File: src/rtl/cpu_pkg.sv
// Shared CPU-wide constants: fetch datapath defaults and opcode encodings.
package cpu_pkg;

  localparam int unsigned INSTR_W_DEF  = 16;
  localparam int unsigned PC_W_DEF     = 4;
  localparam int unsigned FQ_DEPTH_DEF = 4;

  localparam int unsigned OPC_HI = 15;
  localparam int unsigned OPC_LO = 14;

  typedef enum logic [1:0] {
    OP_ADD  = 2'b00,
    OP_SUB  = 2'b01,
    OP_LOAD = 2'b10
  } opcode_e;

  function automatic logic [1:0] get_opcode(input logic [INSTR_W_DEF-1:0] instr);
    return instr[OPC_HI:OPC_LO];
  endfunction

endpackage

File: src/rtl/fetch_fifo.sv
// Prefetch queue: circular buffer with head/tail pointers and occupancy count.
module fetch_fifo
  import cpu_pkg::*;
#(
  parameter int unsigned DEPTH = FQ_DEPTH_DEF,
  parameter int unsigned W     = PC_W_DEF + INSTR_W_DEF
) (
  input  logic                     clk,
  input  logic                     reset,
  input  logic                     push,
  input  logic                     pop,
  input  logic                     clear,
  input  logic [W-1:0]             data_in,
  output logic [W-1:0]             data_out,
  output logic [$clog2(DEPTH):0]   count
);

  localparam int unsigned AW = $clog2(DEPTH);

  logic [W-1:0]  r_mem [DEPTH];
  logic [AW-1:0] r_head;
  logic [AW-1:0] r_tail;
  logic [AW:0]   r_count;
  logic          w_pop;
  logic          w_push;

  // Pop on an empty queue is dropped so the count can never underflow.
  assign w_pop  = pop && (r_count != '0);
  assign w_push = push;

  always_ff @(posedge clk) begin
    if (reset || clear) begin
      r_head  <= '0;
      r_tail  <= '0;
      r_count <= '0;
    end else begin
      if (w_push) r_tail <= r_tail + 1'b1;
      if (w_pop)  r_head <= r_head + 1'b1;
      case ({w_push, w_pop})
        2'b10:   r_count <= r_count + 1'b1;
        2'b01:   r_count <= r_count - 1'b1;
        default: r_count <= r_count;
      endcase
    end
  end

  always_ff @(posedge clk) begin
    if (w_push && !reset && !clear) r_mem[r_tail] <= data_in;
  end

  assign data_out = r_mem[r_head];
  assign count    = r_count;

endmodule

File: src/rtl/fetch_unit.sv
// Instruction fetch: PC register, imem addressing and decode handshake over fetch_fifo.
module fetch_unit
  import cpu_pkg::*;
#(
  parameter int unsigned FQ_DEPTH = FQ_DEPTH_DEF,
  parameter int unsigned PC_W     = PC_W_DEF,
  parameter int unsigned INSTR_W  = INSTR_W_DEF
) (
  input  logic                        clk,
  input  logic                        reset,
  output logic [PC_W-1:0]             imem_pc,
  input  logic [INSTR_W-1:0]          imem_instr,
  output logic                        out_valid,
  input  logic                        out_ready,
  output logic [INSTR_W-1:0]          out_instr,
  output logic [PC_W-1:0]             out_pc,
  input  logic                        flush,
  input  logic [PC_W-1:0]             redirect_pc,
  output logic [$clog2(FQ_DEPTH):0]   fq_count
);

  localparam int unsigned CW = $clog2(FQ_DEPTH) + 1;
  localparam int unsigned EW = PC_W + INSTR_W;

  logic [PC_W-1:0] r_fetch_pc;
  logic [EW-1:0]   w_entry;
  logic [EW-1:0]   w_head;
  logic            w_full;
  logic            w_pop;
  logic            w_push;

  assign w_full = (fq_count == CW'(FQ_DEPTH));
  assign w_pop  = out_valid && out_ready && !flush;
  // A pop frees the slot in the same edge, so a full queue can still accept.
  assign w_push = !flush && (!w_full || w_pop);

  always_ff @(posedge clk) begin
    if (reset) begin
      r_fetch_pc <= '0;
    end else if (flush) begin
      r_fetch_pc <= redirect_pc;
    end else if (w_push) begin
      r_fetch_pc <= r_fetch_pc + 1'b1;
    end
  end

  assign w_entry = {r_fetch_pc, imem_instr};

  fetch_fifo #(
    .DEPTH (FQ_DEPTH),
    .W     (EW)
  ) u_fifo (
    .clk      (clk),
    .reset    (reset),
    .push     (w_push),
    .pop      (w_pop),
    .clear    (flush),
    .data_in  (w_entry),
    .data_out (w_head),
    .count    (fq_count)
  );

  assign imem_pc   = r_fetch_pc;
  assign out_valid = (fq_count != '0);
  assign out_pc    = w_head[INSTR_W +: PC_W];
  assign out_instr = w_head[INSTR_W-1:0];

endmodule

File: config.mk
export PLATFORM = sky130hd
export DESIGN_NAME = fetch_unit
export DESIGN_NICKNAME = d
export VERILOG_FILES = /design/src/rtl/cpu_pkg.sv /design/src/rtl/fetch_fifo.sv /design/src/rtl/fetch_unit.sv
export SDC_FILE = /design/constraint.sdc
export NUM_CORES = 1
export LEC_CHECK = 0
export BUFFER_PORTS_ARGS = -buffer_cell sky130_fd_sc_hd__buf_4
export CELL_PAD_IN_SITES_DETAIL_PLACEMENT = 1
export CELL_PAD_IN_SITES_GLOBAL_PLACEMENT = 2
export CORE_ASPECT_RATIO = 0.75
export CORE_UTILIZATION = 45
export DETAILED_ROUTE_END_ITERATION = 16
export MAX_ROUTING_LAYER = met4
export PLACE_DENSITY = 0.86
export SYNTH_ARGS = -nofsm -noshare
export SYNTH_HDL_FRONTEND = slang
export SYNTH_SLANG_ARGS = --single-unit
export TNS_END_PERCENT = 1
File: constraint.sdc
create_clock -name clk -period 5.35 [get_ports clk]
set_clock_uncertainty 0.15 [all_clocks]
set_input_delay 1.605 -clock clk [delete_from_list [all_inputs] [get_ports clk]]
set_output_delay 1.605 -clock clk [all_outputs]
set_load 0.05 [all_outputs]
==> metrics.md, run 1 <==
| Metric | Value |
|---|---|
| Core footprint | between 7000 and 8000 um^2 |
| Startpoint Class | flop |
| Starting density of the core | 0.463 |
| Period Utilization, post-route | 0.699 |
| TritonCTS clock tree | yes |
| Max cap viols | 0 |
| Final Instance Count excl. Fillers | between 300 and 400 |
| Clock Sinks | 93 |
| Number of cells upsized or downsized after cts | 0 |
| Count of unresolved DRC violations after routing | 0 |
| Total of flip-flops plus latches after synthesis | 93 |
| Buffer depth of the longest clock path | 2 |
| Worst slack at placement | approximately 1.6 ns |
| Inserted Clock Buffers | 9 |
| Most used cells in the layout excluding fill and tap cells | 80 x edfxtp_1, 52 x buf_4, 20 x mux4_2, 13 x dfxtp_1, 9 x clkbuf_8 |
| Routed wire per std cell | 19.2 um |
| DP Wirelength | 4460 um |
| Count of nets after finishing | between 200 and 300 |
| Worst relative slew slack | 0.294 |
| Inserted Diodes | 0 |
| CTS hold repair buffers | 0 |
| Share of the yosys chip area belonging to registers | 0.730 |
| Peak ir drop on the vdd network | ~0.14 mV |
| Unrepaired setup endpoints after global routing | false |
| Number of vias per cell after detailed routing | 5.28 |
| Number of distinct standard cells referenced by the synthesized netlist | 39 |
| H-tree depth reported by CTS | 3 |
| Power density of the placed cells | roughly 330 nW/um^2 |
| Kind of critical path | flop to primary output |
| Most frequent standard cell in the layout excluding fill and tap cells | edfxtp_1 |
| Worst-path clk slew | ~0.080 ns |
| Remaining global-route overflow | 0 |
| Pre-Repair DR Iteration Count | 4 |
| Finish-stage setup viols | 0 |
| # port buffers | a little over 50 |
| Worst endpoint required time | 3.60 ns |
| Routed vias | between 1500 and 2000 |
| Area of the multi-input gates | ~900 um^2 |
| Worst setup margin | ~1.6 ns |
| Average cell area after synthesis | 19.2 um^2 |
| Minimum period implied by the final worst setup slack | about 3.7 ns |
| Antenna violations before repair | 0 |
| Final hold viol count | 0 |
| Type of destination of the critical path | primary output |
| Overall die height | 80.0 um |
| Area growth from synthesis to layout | 19.1% |
| Maximum number of pins on one net before global-route repair | 21 |
| Width of the die | 106 um |
| Crit path DAT | 1.98 ns |
| Number of pins with negative max-slew slack in the final report | 0 |
| Synth Instances | 190 |
| Combined flip-flop and latch cell area | 2660 um^2 |
| Residual antenna-violating net count after detailed routing | 0 |
| Static Leakage | between 1 and 1.5 nW |
| I/O pin count | 52 |
| Maximum fanout encountered on the critical timing path | 20 |
| Via count of the first global-routing pass | roughly 2100 |
| Fraction of layout instances using a drive strength above 1 | 0.364 |
| Highest clock frequency the design can meet | ~270 MHz |
| Source of the worst hold timing path | u_fifo.r_head[1] |
| Die Footprint | 8480 um^2 |
| Mapped cell area | about 3600 um^2 |
| Clock latency on the worst-skew pair | between 0.3 and 0.4 ns |
| Number of buffers added for setup after CTS | 0 |
| Class of the worst hold path | flop to flop |
| Final Wtd Congestion | 0.729 |
| Core Rows | 28 |
| Number of design-rule violations left by the first detailed-router iteration | 76 |
| Fill count | 753 |
| Setup tns final | 0 ns |
| Outcome | complete, no violations |
| Transition time of the tightest slew-check pin | 1.06 ns |
| Nets in the synthesized netlist | between 200 and 250 |
| Cell at the root of the clock tree | clkbuf_8 |
| Yosys Warn Count | 0 |
| Placed cells | around 340 |
| Total Routing Usage GR | 0.191 |
| Crit Reg-Reg Startpoint | u_fifo.count[0] |
| Global-route wire length before repair | approximately 11000 um |
| Routed wire length | 6810 um |
==> worst max-delay path, cell delays in order, from the launching register on <==
cell,delay [ns]
dfxtp_1,0.97
mux4_2,0.45
buf_4,0.21
==> sequential cells by signal, indices dropped and copies added, names as in the netlist, named ones only <==
register and flops:
u_fifo.r_mem 80, imem_pc 4, u_fifo.count 3, u_fifo.r_head 2
u_fifo.r_tail 2
==> routing by layer <==
metal,wire length [um],track usage,vias up
li1,-,-,877
met1,3250,0.251,945
met2,3200,0.292,41
met3,299,0.0604,10
met4,63,0.0486,0
met5,0,-,-
==> final timing paths <==
check	endpoint	slack (ns)	cells after the start
max reg2reg	u_fifo.count[2]	2.96	7
min reg2reg	u_fifo.r_head[1]	0.35	2
min	u_fifo.r_head[1]	0.35	2
max	out_instr[12]	1.61	2
==> per-stage QoR <==
stage,total power [mW],hold WS [ns],utilization,instance area [um^2]
after floorplan,0.902,0.303,-,3650
after global placement,0.946,0.336,0.524,4130
after detailed placement,0.949,0.336,0.524,4130
after CTS,1.45,0.350,0.551,4340
after global routing,1.48,0.380,0.551,4340
final,1.43,0.346,0.551,4340
==> report_power, final <==
part / internal (mW) / switching (mW) / leakage [nW]
Combinational: 0.0422 / 0.0758 / 0.536
Clock: 0.263 / 0.237 / 0.102
Sequential: 0.804 / 0.0106 / 0.835
Total: 1.11 / 0.323 / 1.47
==> synthesized netlist by cell type <==
cell	n	share of area
a2111oi_1	1	0.0027
a2111oi_2	1	0.0041
a211oi_1	2	0.0041
a21o_1	1	0.0021
a21oi_1	6	0.0082
a21oi_2	1	0.0024
a311o_1	1	0.0027
a31oi_1	1	0.0017
a32oi_1	1	0.0024
and2_1	4	0.0069
buf_2	4	0.0055
buf_6	1	0.0031
clkbuf_1	3	0.0031
dfxtp_1	13	0.071
edfxtp_1	80	0.66
fa_1	1	0.0055
ha_1	6	0.021
inv_1	7	0.0072
mux2i_1	1	0.0027
mux4_2	20	0.12
nand2b_1	2	0.0034
nand3_1	6	0.0082
nand3b_1	1	0.0021
nor2_1	4	0.0041
nor2b_1	1	0.0017
nor3_1	3	0.0041
nor3b_1	2	0.0041
nor3b_4	1	0.0051
nor4_1	2	0.0034
nor4b_1	1	0.0024
o2111ai_1	1	0.0024
o21ai_0	3	0.0041
o31ai_1	1	0.0021
or2_2	1	0.0017
or3_1	2	0.0034
or3b_1	1	0.0024
or4_1	1	0.0021
xnor2_1	1	0.0024
xor2_1	1	0.0024
==> cells by family after synthesis <==
group,Yosys count,synth area share
AND/OR/NAND/NOR,32,0.0552
flip-flops,93,0.730
AO/OA/AOI/OAI,20,0.0391
buffers and inverters,15,0.0189
XOR/XNOR,2,0.00480
multiplexers,21,0.126
adder cells (fa/ha/maj),7,0.0261
==> layout make-up <==
| class | instances | area share |
|---|---|---|
| Clock buffer | 10 | 0.0294 |
| Inverter | 7 | 0.00605 |
| Sequential cell | 93 | 0.613 |
| Timing Repair Buffer | 52 | 0.0899 |
| Clock inverter | 6 | 0.0204 |
| Tap cell | 105 | 0.0302 |
| Multi-Input combinational cell | 82 | 0.211 |
(Power assumes the default switching activity.)
==> run 2, diff against run 1 <==
Settings changed: CORE_UTILIZATION 45 to 42, PLACE_DENSITY 0.86 to 0.81.
Clock period 5.35 ns to 3.55 ns, I/O delays scaled along.
==> run 2 against run 1 <==
- global-route usage shrank 2.1 points
- final cell count increased by 2.5%
- sequential share of layout area decreased by 1.7 points
- combinational power rose by 51%
- total power up 62%
- first-iteration DRC count increased by 28%
- clock-buffer cell count shrank 1
- die area rose by 7.0%
- critical path depth increased by 1
- utilization decreased by 2.2 points
- clock power increased by 83%
- setup slack lost 1.0 ns
==> metrics.md, run 2 (synthesis results as in run 1) <==
| Metric | Value |
|---|---|
| Kind of critical path | flop to primary output |
| Cell at the root of the clock tree | clkbuf_16 |
| TritonCTS clock tree | yes |
| Antenna violations before repair | 0 (unchanged) |
| Most frequent standard cell in the layout excluding fill and tap cells | edfxtp_1 |
| Fraction of layout instances using a drive strength above 1 | 0.383 (+0.0188) |
| Via count of the first global-routing pass | 2027 (-3.1%) |
| CP peak stage delay | 0.57 ns (-0.40 ns) |
| Kind of cell adding the most delay to the critical path | multiplexers |
| H-tree depth reported by CTS | 3 (unchanged) |
| Most used cells in the layout excluding fill and tap cells | 80 x edfxtp_1, 58 x buf_4, 20 x mux4_2, 13 x dfxtp_1, 9 x clkbuf_16 |
| Clock network fraction of design power | 0.394 (+0.045) |
| Final hold viol count | 0 (unchanged) |
| Area of the multi-input gates | 917 um^2 (unchanged) |
| Inserted Clock Buffers | 9 (unchanged) |
| Core footprint | 8450 um^2 (+7.3%) |
| Routed vias | 1902 (+1.5%) |
| Transition time of the tightest slew-check pin | 0.571 ns (-0.487 ns) |
| Combined flip-flop and latch cell area | 2660 um^2 (unchanged) |
| DP Wirelength | 4560 um (+2.4%) |
| Max FFs per register | 80 (unchanged) |
| Minimum period implied by the final worst setup slack | a little under 3 ns |
| Internal Dissipation | 1.77 mW (+59%) |
| Final Wtd Congestion | 0.699 (-4.1%) |
| Worst relative slew slack | 0.616 (+0.322) |
| # port buffers | 51 (unchanged) |
| Area growth from synthesis to layout | 22.5% |
| Buffer depth of the longest clock path | 2 (unchanged) |
| Switching component of the power | 0.551 mW (+71%) |
| Die Footprint | 9070 um^2 (+7.0%) |
| Type of destination of the critical path | primary output |
| Clock Sinks | 93 (unchanged) |
| Startpoint Class | flop |
| Pre-Repair DR Iteration Count | 4 (unchanged) |
| Unrepaired setup endpoints after global routing | false |
| Routed wire per std cell | 18.8 um (-2.0%) |
| Routed wire length | 6850 um (+0.53%) |
| Remaining global-route overflow | 0 (unchanged) |
| CP bufs+invs | 2 (+1) |
| Number of design-rule violations left by the first detailed-router iteration | 97 (+28%) |
| Cell type with the highest occurrence count on the critical path | buf_4 |
| Core Rows | 29 (+3.6%) |
| I/O pin count | 52 (unchanged) |
| Period Utilization, post-route | 0.828 |
| Relative contribution of sequential cells to total power | 0.529 (-0.040) |
| Number of buffers added for setup after CTS | 0 (unchanged) |
| Switching share of total power | 0.238 (+0.0121) |
| Logic pwr share | 0.077 (-0.005) |
| Maximum number of pins on one net before global-route repair | 21 (unchanged) |
| Overall die height | 82.7 um (+3.4%) |
| Clock latency on the worst-skew pair | 0.34 ns (-0.02 ns) |
| Finish-stage setup viols | 0 (unchanged) |
| Register bank with the most flops | u_fifo.r_mem |
| Slowest-stage cell, CP | mux4_2 |
| Number of pins with negative max-slew slack in the final report | 0 (unchanged) |
| Static Leakage | 1.54 nW (+4.6%) |
| Total Routing Usage GR | 0.170 (-0.0205) |
| Outcome | complete, no violations |
| Power density of the placed cells | 519 nW/um^2 (+57%) |
| Worst endpoint required time | 2.33 ns (-1.27 ns) |
| Global-route wire length before repair | 10600 um (-5.3%) |
| Number of cells upsized or downsized after cts | 0 (unchanged) |
| Setup tns final | 0 ns (unchanged) |
| Crit path DAT | 1.73 ns (-0.25 ns) |
| Fill count | 802 (+6.5%) |
| Width of the die | 110 um (+3.4%) |
| Worst-path clk slew | 0.07 ns (about the same) |
| Class of the worst hold path | flop to flop |
| Count of nets after finishing | 282 (+2.2%) |
| Inserted Diodes | 0 (unchanged) |
| Series of cell instances along the critical path | buf_4 -> mux4_2 -> buf_4 |
| Max cap viols | 0 (unchanged) |
| Peak ir drop on the vdd network | 0.281 mV (+100%) |
| Number of vias per cell after detailed routing | 5.23 (-0.96%) |
| Residual antenna-violating net count after detailed routing | 0 (unchanged) |
| CTS hold repair buffers | 0 (unchanged) |
| Highest clock frequency the design can meet | 340 MHz |
| Starting density of the core | 0.432 (-0.0313) |
| Utilization after layout | 0.529 (-0.0223) |
| Count of unresolved DRC violations after routing | 0 (unchanged) |
| Maximum fanout encountered on the critical timing path | 11 (-45%) |
## run 2: changes by cell type in the layout (fill, tap and decap cells not counted), sizes merged
| cell | change |
|---|---|
| bufinv | -2 |
| clkbuf | -1 |
| inv | +3 |
| buf | +6 |
## run 2: per-layer routing
| metal | vias to the layer above | GRT usage | routed length (um) |
|---|---|---|---|
| li1 | 891 | - | - |
| met1 | 962 | 0.215 | 3100 |
| met2 | 41 | 0.272 | 3400 |
| met3 | 8 | 0.0510 | 294 |
| met4 | 0 | 0.0440 | 63 |
| met5 | - | - | 0 |
## run 2: area by class of cell
type                       count  share of cell area
multi-input combinational     82               0.205
clock buffer                   9              0.0504
inverter                       7             0.00588
tap                          108              0.0302
clock inverter                 7              0.0154
timing repair buffer          58              0.0974
sequential                    93               0.596
## run 2: final timing paths
| path | depth (start not counted) | from | endpoint | slack [ns] |
|---|---|---|---|---|
| setup / recovery | 3 | flop | out_pc[0] | 0.61 |
| hold / removal | 2 | u_fifo.r_head[1] | flop | 0.35 |
| setup reg to reg | 7 | u_fifo.count[0] | u_fifo.count[2] | 1.07 |
| hold reg to reg | 2 | u_fifo.r_head[1] | flop | 0.35 |
## run 2: power by group through the flow
stage / Sequential [mW] / Combinational (mW) / Clock (mW)
after global placement: 1.25 / 0.177 / 0
after detailed placement: 1.25 / 0.180 / 0
after global routing: 1.23 / 0.191 / 0.981
after floorplan: 1.26 / 0.0961 / 0
after CTS: 1.23 / 0.181 / 0.938
final: 1.23 / 0.178 / 0.913
## run 2: metrics by stage
stage | instances | power, mW | area, um^2 | hold WS, ns | setup slack [ns]
after floorplan | 190 | 1.36 | 3650 | 0.303 | 0.672
after global placement | 348 | 1.43 | 4180 | 0.325 | 0.505
after detailed placement | 348 | 1.43 | 4180 | 0.339 | 0.458
after CTS | 364 | 2.35 | 4470 | 0.345 | 0.575
after global routing | 364 | 2.40 | 4470 | 0.384 | 0.547
final | 364 | 2.32 | 4470 | 0.346 | 0.610
## run 2: worst register-to-register path, stage by stage (launching register included)
cell	delay [ns]
dfxtp_1	0.40
nor3_1	0.53
nor2_1	0.11
ha_1	0.26
fa_1	0.38
xnor2_1	0.15
or3_1	0.31
a21oi_1	0.13
